File: src/rtl/wb_commit.sv
// wb_commit: write-back commit unit.
// Holds the architectural GPR file, HI/LO and LLbit, applies the MEM/WB
// bundle writes every cycle and serves the ID-stage GPR reads and the
// EX-stage HI/LO/LLbit reads.
// Optional feature macro: WB_BYPASS_EN. When defined, the values being
// committed this cycle are forwarded to the read outputs in the same cycle.
// Without it, every output reflects stored state only.
module wb_commit #(
    parameter int DATA_W  = 32,
    parameter int ADDR_W  = 5,
    parameter int REG_NUM = 32
) (
    input  logic              clk,
    input  logic              rst,
    input  logic              flush,
    input  logic              wb_wreg,
    input  logic [ADDR_W-1:0] wb_wd,
    input  logic [DATA_W-1:0] wb_wdata,
    input  logic              wb_whilo,
    input  logic [DATA_W-1:0] wb_hi,
    input  logic [DATA_W-1:0] wb_lo,
    input  logic              wb_LLbit_we,
    input  logic              wb_LLbit_value,
    input  logic              re1,
    input  logic [ADDR_W-1:0] raddr1,
    input  logic              re2,
    input  logic [ADDR_W-1:0] raddr2,
    output logic [DATA_W-1:0] rdata1,
    output logic [DATA_W-1:0] rdata2,
    output logic [DATA_W-1:0] hi_o,
    output logic [DATA_W-1:0] lo_o,
    output logic              LLbit_o
);

    // Entry 0 is never written, so it stays at its reset value of zero.
    logic [DATA_W-1:0] regs_r [REG_NUM];
    logic [DATA_W-1:0] hi_r;
    logic [DATA_W-1:0] lo_r;
    logic              llbit_r;

    logic [DATA_W-1:0] rdata1_s;
    logic [DATA_W-1:0] rdata2_s;
    logic [DATA_W-1:0] hi_s;
    logic [DATA_W-1:0] lo_s;
    logic              llbit_s;

    // GPR file: clear on reset, commit non-zero-address writes on each edge.
    always_ff @(posedge clk or negedge rst) begin
        if (!rst) begin
            for (int i = 0; i < REG_NUM; i++) begin
                regs_r[i] <= {DATA_W{1'b0}};
            end
        end else begin
            if (wb_wreg && (wb_wd != {ADDR_W{1'b0}})) begin
                regs_r[wb_wd] <= wb_wdata;
            end
        end
    end

    // HI/LO pair: always written together.
    always_ff @(posedge clk or negedge rst) begin
        if (!rst) begin
            hi_r <= {DATA_W{1'b0}};
            lo_r <= {DATA_W{1'b0}};
        end else begin
            if (wb_whilo) begin
                hi_r <= wb_hi;
                lo_r <= wb_lo;
            end
        end
    end

    // LLbit: an exception flush breaks any outstanding LL/SC pair.
    always_ff @(posedge clk or negedge rst) begin
        if (!rst) begin
            llbit_r <= 1'b0;
        end else if (flush) begin
            llbit_r <= 1'b0;
        end else if (wb_LLbit_we) begin
            llbit_r <= wb_LLbit_value;
        end else begin
            llbit_r <= llbit_r;
        end
    end

    // GPR read port 1: gated by reset, enable and the zero register.
    always_comb begin
        rdata1_s = {DATA_W{1'b0}};
        if (!rst) begin
            rdata1_s = {DATA_W{1'b0}};
        end else if (!re1) begin
            rdata1_s = {DATA_W{1'b0}};
        end else if (raddr1 == {ADDR_W{1'b0}}) begin
            rdata1_s = {DATA_W{1'b0}};
        end else begin
`ifdef WB_BYPASS_EN
            if (wb_wreg && (raddr1 == wb_wd)) begin
                rdata1_s = wb_wdata;
            end else begin
                rdata1_s = regs_r[raddr1];
            end
`else
            rdata1_s = regs_r[raddr1];
`endif
        end
    end

    // GPR read port 2: same structure as port 1 so equal addresses match.
    always_comb begin
        rdata2_s = {DATA_W{1'b0}};
        if (!rst) begin
            rdata2_s = {DATA_W{1'b0}};
        end else if (!re2) begin
            rdata2_s = {DATA_W{1'b0}};
        end else if (raddr2 == {ADDR_W{1'b0}}) begin
            rdata2_s = {DATA_W{1'b0}};
        end else begin
`ifdef WB_BYPASS_EN
            if (wb_wreg && (raddr2 == wb_wd)) begin
                rdata2_s = wb_wdata;
            end else begin
                rdata2_s = regs_r[raddr2];
            end
`else
            rdata2_s = regs_r[raddr2];
`endif
        end
    end

    // HI/LO read: stored values, or the pair being committed when bypassing.
    always_comb begin
        hi_s = {DATA_W{1'b0}};
        lo_s = {DATA_W{1'b0}};
        if (!rst) begin
            hi_s = {DATA_W{1'b0}};
            lo_s = {DATA_W{1'b0}};
        end else begin
`ifdef WB_BYPASS_EN
            if (wb_whilo) begin
                hi_s = wb_hi;
                lo_s = wb_lo;
            end else begin
                hi_s = hi_r;
                lo_s = lo_r;
            end
`else
            hi_s = hi_r;
            lo_s = lo_r;
`endif
        end
    end

    // LLbit read: stored bit, or the bit about to be committed when bypassing.
    always_comb begin
        llbit_s = 1'b0;
        if (!rst) begin
            llbit_s = 1'b0;
        end else begin
`ifdef WB_BYPASS_EN
            if (flush) begin
                llbit_s = 1'b0;
            end else if (wb_LLbit_we) begin
                llbit_s = wb_LLbit_value;
            end else begin
                llbit_s = llbit_r;
            end
`else
            llbit_s = llbit_r;
`endif
        end
    end

    assign rdata1  = rdata1_s;
    assign rdata2  = rdata2_s;
    assign hi_o    = hi_s;
    assign lo_o    = lo_s;
    assign LLbit_o = llbit_s;

endmodule

File: config.mk
export PLATFORM = sky130hd
export DESIGN_NAME = wb_commit
export DESIGN_NICKNAME = d
export VERILOG_FILES = /design/src/rtl/wb_commit.sv
export SDC_FILE = /design/constraint.sdc
export NUM_CORES = 2
export LEC_CHECK = 0
export ABC_CLOCK_PERIOD_IN_PS = 1700
export BUFFER_PORTS_ARGS = -buffer_cell sky130_fd_sc_hd__buf_2
export CORE_ASPECT_RATIO = 0.6
export CORE_MARGIN = 1
export CORE_UTILIZATION = 56
export DETAILED_ROUTE_END_ITERATION = 16
export PLACE_DENSITY = 0.76
export SLEW_MARGIN = 40
export SYNTH_ARGS = -nofsm -noshare
export SYNTH_HDL_FRONTEND = slang
export SYNTH_SLANG_ARGS = --single-unit
File: constraint.sdc
create_clock -name clk -period 1.7 [get_ports clk]
set_input_delay 0.17 -clock clk [delete_from_list [all_inputs] [get_ports clk]]
set_output_delay 0.17 -clock clk [all_outputs]
set_load 0.005 [all_outputs]
==> run metrics <==
number of DRC markers in iteration 0=4912; post-synthesis simple-gate area fraction=0.01623; die area=a little over 100000 um^2; layout cells sized above 1=0.5955; status=finished with violations; CP endpoint kind=output port; DRT Pass-1 Iters=5; CP Cell Sequence=mux4_2 -> mux4_2 -> o311ai_4 -> nand2_2 -> buf_2; Worst Path Max Fanout=3; CP Data Required Time=1530 ps; Fin Clk Skew=0 ps; crit start category=register; failing checks=setup timing; worst-margin pin slew=795.9 ps; initial antenna violation count=3; critical path's largest stage delay=510 ps; final wirelength=188500 um; Max Cap Viol=0; Avg Cell Area, Syn=14.64 um^2; vias in the first global route=about 42000; cells after synthesis=3902; Clk Latency, worst-skew pair=around 730 ps; Final Hold Fails=0; TritonCTS clock tree=yes; fmax=375.6 MHz; post-synthesis cell type count=42; final global-route overflow total=0; pwr dens=1097 nW/um^2; fraction of the mapped netlist area in adder cells=0; DR WL/cell=31.49 um; critical path type=reg2out; final period utilization=1.566; post-synthesis mux area share=0.4247; Net Count, Synth=4022; global placement routability congestion=0.9231; Synth Area in Compound Gates=0.04820; global-route wire length before repair=between 200000 and 300000 um; Die Y=approximately 250 um; Num CTS Buffers=102; Ys Warns=0; Vias/cell=between 6 and 7; Lkg Pwr=around 32 nW; Post-synth ARST share=1.000; # clock sinks=1088; CP max stage cell=mux4_2; area grow syn2layout=24.21%; GRT Util Overall=0.3655; final worst setup slack=-962.1 ps; crit path DAT=2490 ps; remaining routing DRC violations=0; final setup fails=326; Yosys reg bits=~1100; clk root buf=clkbuf_16; Synth Cell Area=57110 um^2; Seq/Total Area, Yosys=0.4767; die width=a little over 400 um; Port Buf Inserts=around 250; Rel. slew slack=0.4683; Post-Layout Cell Count=approximately 6000; pin count of the biggest net entering global routing=146; # placed instances=5674; Cell Rows=90; Post-Synth XOR/XNOR Area=0; most used cell, CP=mux4_2; Total Nets Final=4681; H-tree levels=3; Hold Path Class=in2reg; final core utilization=0.7039; Slew Limit Fails=0; post-layout min period=2662 ps; pre-CTS setup slack=-548.8 ps; DP HPWL=123300 um; Main synth FF type=dfrtp_1; Starting Density=0.5667; Detail Route Antenna Nets=0; RSZ-0062 raised after global routing=yes; maximum vdd drop=986.2 uV; number of synthesized flops with an enable pin=0; largest family of logic cells by synthesized area=multiplexers; Clock Tree Buf Depth=3; core box area=100800 um^2; Clock transition at path regs=approximately 70 ps; worst hold slack=31.25 ps; routed via count=a little over 40000; IO Count=about 250
[kinds of logic (layout without fill, tap and decap cells)]
| logic type | count (synthesis) | count (layout) |
|---|---|---|
| compound gates | 376 | 376 |
| buf+inv | 439 | 1185 |
| flops | 1088 | 1088 |
| mux | 1823 | 1823 |
| other cells | 0 | 4 |
| simple gates | 176 | 176 |
[worst paths after layout]
check / cells after the start / slack, ps / startpoint / to
worst min register to register: 0 / 380 / regs_r[1020]$_DFFE_PN0P_ / regs_r[1020]$_DFFE_PN0P_
max in group asynchronous: 6 / -240 / rst / regs_r[311]$_DFFE_PN0P_
worst min-delay path: 3 / 30 / wb_whilo / hi_r[30]$_DFFE_PN0P_
worst max register to register: 2 / 330 / hi_r[17]$_DFFE_PN0P_ / hi_r[17]$_DFFE_PN0P_
min in group asynchronous: 4 / 270 / rst / regs_r[626]$_DFFE_PN0P_
worst max-delay path: 5 / -960 / regs_r[830]$_DFFE_PN0P_ / rdata1[30]
[report_power, final]
group	leakage, nW	switching (W)	internal [W]
Clock	1.78	0.0108	0.0147
Sequential	13.9	0.00379	0.0307
Combinational	16.2	0.00699	0.0109
Total	31.8	0.0216	0.0562
[layer usage]
layer	part of all wire	GRT usage	vias to the layer above
li1	-	-	16330
met1	0.41	0.5194	21520
met2	0.44	0.5236	2462
met3	0.11	0.1006	541
met4	0.052	0.1713	0
met5	0	0	-
[state kept, by name, indices dropped and copies added, names as in the netlist]
signal,flops
lo_r,32
regs_r,1023
hi_r,32
llbit_r,1
[stage by stage]
step	total power [W]	setup TNS, ps	cell area (um^2)
2_1_floorplan	0.04420	-126.4	57160
3_3_place_gp	0.05023	-116270	65130
3_5_place_dp	0.05109	-133960	65160
4_1_cts	0.07729	-153420	70620
5_1_grt	0.08049	-160220	70940
6_report	0.07780	-118520	70940
[layout make-up]
cell class | instances | area (um^2)
Sequential cell | 1088 | 27230
Tap cell | 1334 | 1669
Antenna cell | 4 | 10.01
Timing Repair Buffer | 993 | 9465
Clock buffer | 135 | 2838
Clock inverter | 56 | 813.3
Fill cell | 6514 | 29840
Inverter | 1 | 3.754
Multi-Input combinational cell | 2375 | 28920
[worst max-delay path, delay by kind of cell (launching register included)]
family	cells	cell delay, ps
compound gates	1	100
buf+inv	1	140
flops	1	400
mux	2	1000
simple gates	1	120
[Yosys cell counts (39+ instances only)]
library cell  count  area, um^2
o221ai_1         56       490.5
mux2i_1         252        2522
buf_1            46       172.7
clkbuf_1        219       822.0
mux4_2          359        8085
mux2_2         1173       13210
mux2_1           39       439.2
dfrtp_1        1088       27230
buf_2           147       735.7
o22ai_1          99       619.3
nor2_1           53       198.9
and2_1           65       406.6
[repair_timing]
action | in CTS | in global routing
gates cloned | 1 | 1
buffers inserted | 19 | 12
endpoints found under the hold margin | 718 | 163
setup endpoints to repair | 108 | 326
hold buffers | 90 | 2
gates resized for setup | 140 | 37
pin swaps | 83 | 34
[cell usage in the layout (no fill, tap or decap), types with 27 or more instances in the layout]
cell type and n:
o22ai_1 96, o221ai_2 27, dfrtp_1 1088, buf_4 458, clkbuf_16 104, buf_6 35
mux2i_1 226, dlygate4sd3_1 91, o22a_1 31, mux4_2 359, and2_1 65, a21oi_1 28
nor2_1 41, buf_2 232, mux2_1 39, buf_12 165, mux2_2 1170
Note: power is estimated with default switching activity, not from simulation.
